===== config.mk =====
export PLATFORM = sky130hd
export DESIGN_NAME = phy_tx_serializer
export DESIGN_NICKNAME = d
export VERILOG_FILES = /design/src/rtl/phy_tx_serializer.sv
export SDC_FILE = /design/constraint.sdc
export NUM_CORES = 1
export LEC_CHECK = 0
export ABC_CLOCK_PERIOD_IN_PS = 3500
export BUFFER_PORTS_ARGS = -buffer_cell sky130_fd_sc_hd__buf_2
export CAP_MARGIN = 20
export CORE_UTILIZATION = 50
export DETAILED_ROUTE_END_ITERATION = 7
export HOLD_SLACK_MARGIN = 0.05
export PLACE_DENSITY = 0.82
export SLEW_MARGIN = 20
export SYNTH_ARGS = -nofsm -noshare
export SYNTH_HDL_FRONTEND = slang
export SYNTH_SLANG_ARGS = --single-unit

===== constraint.sdc =====
create_clock -name clk_8f -period 3.5 [get_ports clk_8f]
set_clock_uncertainty 0.1 [all_clocks]
set_input_delay 0.175 -clock clk_8f [delete_from_list [all_inputs] [get_ports clk_8f]]
set_output_delay 0.175 -clock clk_8f [all_outputs]
set_load 0.01 [all_outputs]

===== src/rtl/phy_tx_serializer.sv =====
// Two-lane transmit serializer: one byte per lane every 8 clocks, shifted out MSB-first.
// After reset both lanes send SYNC_COUNT COM symbols so the far end can lock byte alignment.
module phy_tx_serializer #(
    parameter logic [7:0] COM_SYMBOL = 8'hBC,
    parameter int         SYNC_COUNT = 4
) (
    input  logic       clk_8f,
    input  logic       reset,
    input  logic [7:0] data_in_c_0,
    input  logic       valid_in_c_0,
    input  logic [7:0] data_in_c_1,
    input  logic       valid_in_c_1,
    output logic       ready,
    output logic       sync_done,
    output logic       data_out_c_0,
    output logic       data_out_c_1
);

    typedef enum logic {
        ST_INIT   = 1'b0,
        ST_ACTIVE = 1'b1
    } state_t;

    localparam logic [3:0] SYNC_LAST = 4'(SYNC_COUNT - 1);

    state_t     state_q, state_d;
    logic [2:0] bit_cnt_q, bit_cnt_d;
    logic [3:0] sync_cnt_q, sync_cnt_d;
    logic [7:0] shift0_q, shift0_d;
    logic [7:0] shift1_q, shift1_d;
    logic       load;

    assign load = (bit_cnt_q == 3'd7);

    always_comb begin
        state_d    = state_q;
        bit_cnt_d  = bit_cnt_q + 3'd1;
        sync_cnt_d = sync_cnt_q;
        shift0_d   = {shift0_q[6:0], 1'b0};
        shift1_d   = {shift1_q[6:0], 1'b0};
        if (load) begin
            bit_cnt_d = 3'd0;
            if (state_q == ST_INIT) begin
                shift0_d   = COM_SYMBOL;
                shift1_d   = COM_SYMBOL;
                sync_cnt_d = sync_cnt_q + 4'd1;
                if (sync_cnt_q == SYNC_LAST) begin
                    state_d = ST_ACTIVE;
                end
            end else begin
                // Lanes are independent: a missing byte on one lane becomes COM there only.
                shift0_d = valid_in_c_0 ? data_in_c_0 : COM_SYMBOL;
                shift1_d = valid_in_c_1 ? data_in_c_1 : COM_SYMBOL;
            end
        end
    end

    always_ff @(posedge clk_8f) begin
        if (!reset) begin
            state_q    <= ST_INIT;
            bit_cnt_q  <= 3'd7;
            sync_cnt_q <= 4'd0;
            shift0_q   <= 8'd0;
            shift1_q   <= 8'd0;
        end else begin
            state_q    <= state_d;
            bit_cnt_q  <= bit_cnt_d;
            sync_cnt_q <= sync_cnt_d;
            shift0_q   <= shift0_d;
            shift1_q   <= shift1_d;
        end
    end

    assign data_out_c_0 = shift0_q[7];
    assign data_out_c_1 = shift1_q[7];
    assign sync_done    = (state_q == ST_ACTIVE);
    assign ready        = (state_q == ST_ACTIVE) && load;

endmodule


# Word-level counts from Yosys, hierarchy flattened
# Cells that the tools add are included.
[totals]
ff_bits = 24
latchBits = 0
ramBits = 0
rom_bits = 0
inputBits = 20
output_inout_bits = 4
wordCells = 25
n_memories = 0
[classes]
addsub = 2
n_mul = 0
n_div = 0
n_lt_le_gt_ge = 0
n_eq_ne = 2
shift = 0
mux = 9
bitwise = 1
reduce_logical = 4
[ops]
columns = ["operator", "n"]
rows = [
  ["two-way mux 8 bit", 6],
  ["AND reduction 4 bit", 2],
  ["adder 4 x 1 -> 4 bit (second input constant)", 1],
  ["equality test 4 x 2 -> 1 bit (second input constant)", 1],
  ["adder 3 x 1 -> 3 bit (second input constant)", 1],
  ["equality test 3 bit (second input constant)", 1],
  ["two-way mux 3 bit", 1],
  ["two-way mux 1 bit", 2],
  ["AND reduction 2 bit", 1],
  ["logical AND 1 bit", 1],
  ["NOT 1 bit", 1],
]

# Depth between registers and ports, before layout
# Gate-level depths: netlist of the first run.
[logic_depth]
depth_word = 3
depth_mapped = 6
depth_no_buf = 5

# Worst setup path before layout of the first run
# Ideal clock, no wire load.
[synth_timing]
path_kind = "register -> output"
start = "reg bit_cnt_q[0]"
end = "out ready"
arrival_ps = 1081
required_time_ps = 3225
path_slack_ps = 2144
stages_incl_launch_ff = 5
n_path_buf = 1
cell_sequence = "dfxtp_1 -> ha_1 -> ha_1 -> clkbuf_1 -> and2_1"
[synth_via]
elab_chain_len = 2
[synth_rtl]
columns = ["element", "line_no", "rtl"]
rows = [
  ["from (decl)", "27", "logic [2:0] bit_cnt_q, bit_cnt_d;"],
  ["from (signal assigned)", "67", "bit_cnt_q <= bit_cnt_d;"],
  ["equality test 3 bit", "33", "assign load = (bit_cnt_q == 3'd7);"],
  ["logical AND 1 bit", "77", "assign ready = (state_q == ST_ACTIVE) && load;"],
  ["to (decl)", "13", "output logic ready,"],
]
# Every way passes these cells.

# Worst setup path after layout of the first run
[layout_timing]
start = "reg bit_cnt_q[0]"
end = "reg shift1_q[0]"
[layout_via]
elab_chain_len = 2
[layout_rtl]
columns = ["element", "line_no", "rtl"]
rows = [
  ["equality test 3 bit", "33", ""],
  ["AND reduction 4 bit (no source line)", "n/a", ""],
  ["to (signal assigned)", "70", "shift1_q <= shift1_d;"],
  ["to (decl)", "30", "logic [7:0] shift1_q, shift1_d;"],
]
# Every way passes these cells.
# A chain may end at the register's enable or synchronous reset.

==> impl_metrics.csv, run 1 <==
group,metric,value,unit
drt,route.vias.total,756,
place,detailedPlacementHpwl,1.030,mm
timing,timing_worst_slew_pin_value,926.6,ps
floorplan,rows,15,
global_routing,grt_pass1_vias,638,
layout,multi_input_area,401.6,um2
synthesis,post-synth-top-area-fraction,52.32,%
floorplan,floorplan.die_area,2012,um2
synthesis,ys_seq_elements,24,
power_and_ir_drop,largest_voltage_drop_on_the_vdd_net,0.0003115,V
timing,setup_viol_count_final,0,
drt,ant_nets,0,
clock_network,cts_sinks,24,
hold_path,type_of_the_tightest_min_delay_check,"primary input to flip-flop",
clock_network,cts_root_buffer,"clkbuf_4",
timing,slew_headroom,38.23,%
clock_network,cts_htree_levels,1,
synthesis,post_synth_instance_area,918.4,um2
clock_network,cts_tree,"done",
layout,antenna_cells,0,
drt,post-route-drc-count,0,
clock_network,holdBufCountCts,11,
layout,fill_cells,153,
place,gp_congestion,0.7093,
synthesis,synth.yosys.seq_area_share,52.32,%
floorplan,die_x,44.86,um
drt,final_wl,1.619,mm
floorplan,core_area,1727,um2
layout,final-seq-area,480.5,um2
global_routing,first_pass_grt_wire_length,2.539,mm
outcome,run_status,"finished clean",
global_routing,grt_antenna_before_repair,0,
clock_network,clk_path_buf_depth,2,
timing,grt_setup_unrepaired,"no",
synthesis,syn_area_per_cell,9.093,um2
timing,totalNegativeSetupSlack,0,ps
clock_network,number_of_cts_inserted_buffers,3,
synthesis,yosysTopAreaCell,"dfxtp_1",
setup_path,path_max_fanout,34,
place,portBuffers,23,
synthesis,synthCells,101,
floorplan,floorplan.initialDensity,53.19,%
setup_path,critical_path_class,"flip-flop to flip-flop",
layout,nNetsFinal,158,
timing,final_hold_viol_count,0,
setup_path,worstPathArrival,2530,ps
synthesis,synth.net_count,124,
clock_network,cts_post_setup_buffers_inserted,0,
floorplan,die_height,44.86,um
flow_run,timing.max_cap.violations,0,
layout,layout-drive-gt1-share,20.30,%
layout,area.growth.synth_to_final,28.07,%
timing,finalCritPeriodShare,68.01,%
setup_path,startpoint_type,"flip-flop",
power_and_ir_drop,total_leakage_power,0.5391,nW
clock_network,post_cts_resized,0,
synthesis,yosys.cell_types.count,22,
floorplan,num_io_pins,24,
setup_path,required,3650,ps
timing,period_minus_slack,2380,ps
timing,fmax,420.1,MHz
global_routing,grt_start_max_net_pins,35,
clock_network,clk_lat_worst_skew,290,ps
drt,routed_via_density,4.785,
clock_network,cts.reportedPaths.clkPinSlew,120,ps
timing,worst_hold_slack,54.37,ps
layout,mostFrequentLayoutCells,"24 x dfxtp_1, 23 x buf_2, 11 x o21ai_0, 11 x dlygate4sd3_1",
power_and_ir_drop,power.density_cell_area,476.4,nW/um2
layout,leading_cell_type_in_the_layout_fill_and_taps_excluded,"dfxtp_1",
setup_path,timing.reg2reg.worst_path_depth,5,
global_routing,grt_overflow_total,0,
global_routing,grt_use_total,17.51,%
setup_path,critical_path.endpoint_type,"flip-flop",
timing,maxSlewViolCount,0,
drt,first_pass_iters,4,
drt,first_iter_violations,5,
synthesis,synth_area_leaders,"dfxtp_1 52%, o21ai_0 6.0%, a21oi_1 5.4%, and2_1 4.8%, ha_1 4.1%",
hold_path,whs_path_depth,3,
setup_path,timing.reg2reg.setup_slack,1120,ps
drt,drt-wirelength-per-cell,10.25,um
synthesis,yosysWarnings,0,
[through the flow]
step | utilization, % | cells | power (mW) | area (um2) | worst slack [ps]
floorplan | - | 101 | 0.4177 | 918.4 | 2144
global placement | 60.43 | 144 | 0.4393 | 1044 | 1532
detailed placement | 60.43 | 144 | 0.4479 | 1044 | 1432
CTS | 68.12 | 158 | 0.5679 | 1176 | 1104
global route | 68.12 | 158 | 0.6002 | 1176 | 882.7
finish | 68.12 | 158 | 0.5603 | 1176 | 1120
[kinds of logic after synthesis]
kind of cell,after synthesis,synth area share [%]
simple gates,35,20.57
compound gates,26,14.99
flops,24,52.32
buf+inv,9,3.950
fa+ha+maj,3,4.088
xor+xnor,2,1.908
mux,2,2.180
[layer usage]
| metal | share of wire, % | track usage [%] |
|---|---|---|
| met2 | 47 | 30.29 |
| met4 | 0.80 | 7.273 |
| met3 | 4.8 | 3.600 |
| met5 | 0 | 0 |
| met1 | 48 | 21.11 |
[critical path, cell delays in order (launching register included)]
cell and delay, ps:
dfxtp_1 350, ha_1 150, ha_1 760, and3_1 290, and3_1 150, dlygate4sd3_1 530
[Yosys cell counts]
| cell type | instances |
|---|---|
| buf_2 | 2 |
| inv_1 | 4 |
| nor2b_4 | 1 |
| nand4_1 | 1 |
| nor4bb_1 | 1 |
| o21ai_0 | 11 |
| mux2i_1 | 2 |
| and2_1 | 7 |
| nand2b_1 | 3 |
| nand3b_1 | 1 |
| xnor2_1 | 1 |
| o22ai_1 | 4 |
| o21a_1 | 1 |
| a21oi_1 | 10 |
| nor2_1 | 10 |
| xor2_1 | 1 |
| and3_1 | 3 |
| nand2_1 | 7 |
| nor2b_1 | 1 |
| clkbuf_1 | 3 |
| ha_1 | 3 |
| dfxtp_1 | 24 |
[flip-flops by register name (all words and copies together) (netlist names)]
name and cells:
shift0_q 8, sync_cnt_q 4, shift1_q 8, sync_done 1, bit_cnt_q 3
[worst paths after layout]
kind / endpoint / from
max: shift1_q[0]$_SDFF_PN0_ / bit_cnt_q[0]$_SDFF_PN1_
min: shift1_q[4]$_SDFF_PN0_ / data_in_c_1[4]
max reg2reg: shift1_q[0]$_SDFF_PN0_ / bit_cnt_q[0]$_SDFF_PN1_
min reg2reg: bit_cnt_q[0]$_SDFF_PN1_ / bit_cnt_q[0]$_SDFF_PN1_
[cell type report]
| type | instances | area share, % |
|---|---|---|
| sequential | 24 | 40.85 |
| multi-input combinational | 68 | 34.15 |
| timing repair buffer | 34 | 19.15 |
| tap | 25 | 2.660 |
| clock buffer | 3 | 1.915 |
| inverter | 4 | 1.277 |
[power by group]
part | internal (mW) | total [mW] | switching [mW]
logic | 0.0589 | 0.122 | 0.0633
clock network | 0.0400 | 0.112 | 0.0724
registers | 0.311 | 0.326 | 0.0145
(Power assumes the default switching activity.)
==> run 2, diff against run 1 <==
- ABC_CLOCK_PERIOD_IN_PS: 3500 -> 2450
- CORE_UTILIZATION: 50 -> 49
- PLACE_DENSITY: 0.82 -> 0.81
- clock period: 3.5 -> 2.45 ns (I/O delays scaled with it)
==> impl_metrics.csv, run 2 (synthesized netlist as in run 1, its figures left out) <==
group,metric,value,unit
power_and_ir_drop,power.density_cell_area,691.2,nW/um2
hold_path,holdCritStartpoint,"data_in_c_1[1]",
global_routing,grt_start_max_net_pins,25,
drt,final_wl,1.747,mm
power_and_ir_drop,seqPwrFrac,54.2,%
setup_path,startpoint_type,"flip-flop",
timing,slew_headroom,77.09,%
place,dpl-instance-area,1059,um2
layout,leading_cell_type_in_the_layout_fill_and_taps_excluded,"dfxtp_1",
timing,final_hold_viol_count,0,
global_routing,grt_antenna_before_repair,0,
timing,maxSlewViolCount,0,
place,gp_congestion,0.6854,
timing,grt_setup_unrepaired,"no",
clock_network,number_of_cts_inserted_buffers,3,
setup_path,critical_path_class,"flip-flop to flip-flop",
layout,layout-drive-gt1-share,21.43,%
power_and_ir_drop,p_total,0.8605,mW
setup_path,required,2560,ps
power_and_ir_drop,cellInternalPower,0.6328,mW
clock_network,cts_root_buffer,"clkbuf_4",
clock_network,cts_htree_levels,1,
floorplan,floorplan.die_area,2051,um2
power_and_ir_drop,largest_voltage_drop_on_the_vdd_net,0.0004352,V
drt,first_iter_violations,11,
place,pre_cts_slack,936.0,ps
clock_network,cts.reportedPaths.clkPinSlew,120,ps
drt,first_pass_iters,3,
setup_path,timing.reg2reg.worst_path_depth,6,
setup_path,reg2reg_from,"bit_cnt_q[0]$_SDFF_PN1_",
global_routing,grt_use_total,21.07,%
clock_network,post_cts_resized,0,
floorplan,rows,15,
clock_network,clk_lat_worst_skew,310,ps
drt,route.vias.total,802,
timing,period_minus_slack,1985,ps
drt,ant_nets,0,
place,portBuffers,23,
timing,timing_worst_slew_pin_value,343.7,ps
timing,crit_path_setup_slack_layout,465.4,ps
drt,drt-wirelength-per-cell,10.59,um
floorplan,core_area,1745,um2
timing,setup_viol_count_final,0,
global_routing,grt_overflow_total,0,
floorplan,die_x,45.29,um
clock_network,cts_sinks,24,
layout,biggest_registers_after_layout,"shift0_q: 8 flops, shift1_q: 8 flops, sync_cnt_q: 4 flops",
global_routing,first_pass_grt_wire_length,3.001,mm
floorplan,die_height,45.29,um
place,detailedPlacementHpwl,1.089,mm
layout,mostFrequentLayoutCells,"24 x dfxtp_1, 23 x buf_2, 15 x dlygate4sd3_1",
hold_path,holdPathEnd,"shift1_q[1]$_SDFF_PN0_",
drt,post-route-drc-count,0,
drt,routed_via_density,4.861,
clock_network,cts_tree,"done",
floorplan,floorplan.initialDensity,52.62,%
floorplan,num_io_pins,24,
power_and_ir_drop,total_leakage_power,0.5730,nW
layout,area.growth.synth_to_final,35.56,%
timing,finalCritPeriodShare,81.01,%
setup_path,worstPathArrival,2090,ps
setup_path,path_max_fanout,17,
outcome,run_status,"finished clean",
clock_network,clk_path_buf_depth,2,
power_and_ir_drop,combinational_cell_fraction_of_total_power,22.1,%
timing,totalNegativeSetupSlack,0,ps
setup_path,r2r-end,"shift1_q[0]$_SDFF_PN0_",
power_and_ir_drop,clk_network_pwr_share,23.7,%
layout,nNetsFinal,164,
layout,antenna_cells,0,
hold_path,type_of_the_tightest_min_delay_check,"primary input to flip-flop",
setup_path,timing.reg2reg.setup_slack,470,ps
flow_run,timing.max_cap.violations,0,
layout,finish.instance_area,1245,um2
power_and_ir_drop,p_sw_share,26.46,%
power_and_ir_drop,switchingPower,0.2277,mW
hold_path,whs_path_depth,4,
setup_path,critical_path.endpoint_type,"flip-flop",
global_routing,grt_pass1_vias,754,
timing,fmax,503.9,MHz
## run 2: metrics by stage
step,std cells,util [%],hold WS (ps)
finish,165,71.33,68.13
CTS,165,71.33,56.52
global route,165,71.33,54.48
detailed placement,146,60.65,259.7
global placement,146,60.65,255.9
floorplan,101,-,95.54
## run 2: timing repair
item / CTS / global route
buffers inserted: 0 / 0
hold buffers: 15 / 0
hold endpoints to repair: 13 / 0
## run 2: worst max-delay path by stage
stage,startpoint,end,slack [ps],cells after the start
floorplan,bit_cnt_q[0]$_SDFF_PN1_,sync_cnt_q[0]$_SDFFE_PN0P_,1110,5
global placement,bit_cnt_q[0]$_SDFF_PN1_,sync_cnt_q[0]$_SDFFE_PN0P_,970,6
detailed placement,bit_cnt_q[0]$_SDFF_PN1_,sync_cnt_q[0]$_SDFFE_PN0P_,940,6
CTS,bit_cnt_q[0]$_SDFF_PN1_,shift1_q[0]$_SDFF_PN0_,460,6
global route,bit_cnt_q[0]$_SDFF_PN1_,shift1_q[0]$_SDFF_PN0_,370,6
finish,bit_cnt_q[0]$_SDFF_PN1_,shift1_q[0]$_SDFF_PN0_,470,6
## run 2: layer usage
layer  wire length [um]  track usage, %  vias up
met5                  0               0        -
met4                 13           10.91        0
met3                 53           4.800        2
met2                874           37.10       17
met1                806           23.48      364
li1                   -               -      419
## run 2: power groups by stage
stage | Combinational [mW] | Sequential [mW] | Clock, mW
after floorplan | 0.124 | 0.472 | 0
after global placement | 0.167 | 0.471 | 0
after CTS | 0.192 | 0.467 | 0.212
final | 0.190 | 0.466 | 0.204
after global routing | 0.218 | 0.471 | 0.227
after detailed placement | 0.175 | 0.475 | 0
## run 2: worst max-delay path: stages, from the launching register on
cell and delay [ps]:
dfxtp_1 340, ha_1 190, ha_1 180, buf_4 190, and3_1 180, and3_1 170
dlygate4sd3_1 540
## run 2: area by class of cell
cell class	instances	area [um2]
inverters	4	15.01
repair buffers	40	280.3
fillers	152	500.5
flip-flops and latches	24	480.5
multi-input cells	68	401.6
clock buffers	4	36.28
well taps	25	31.28
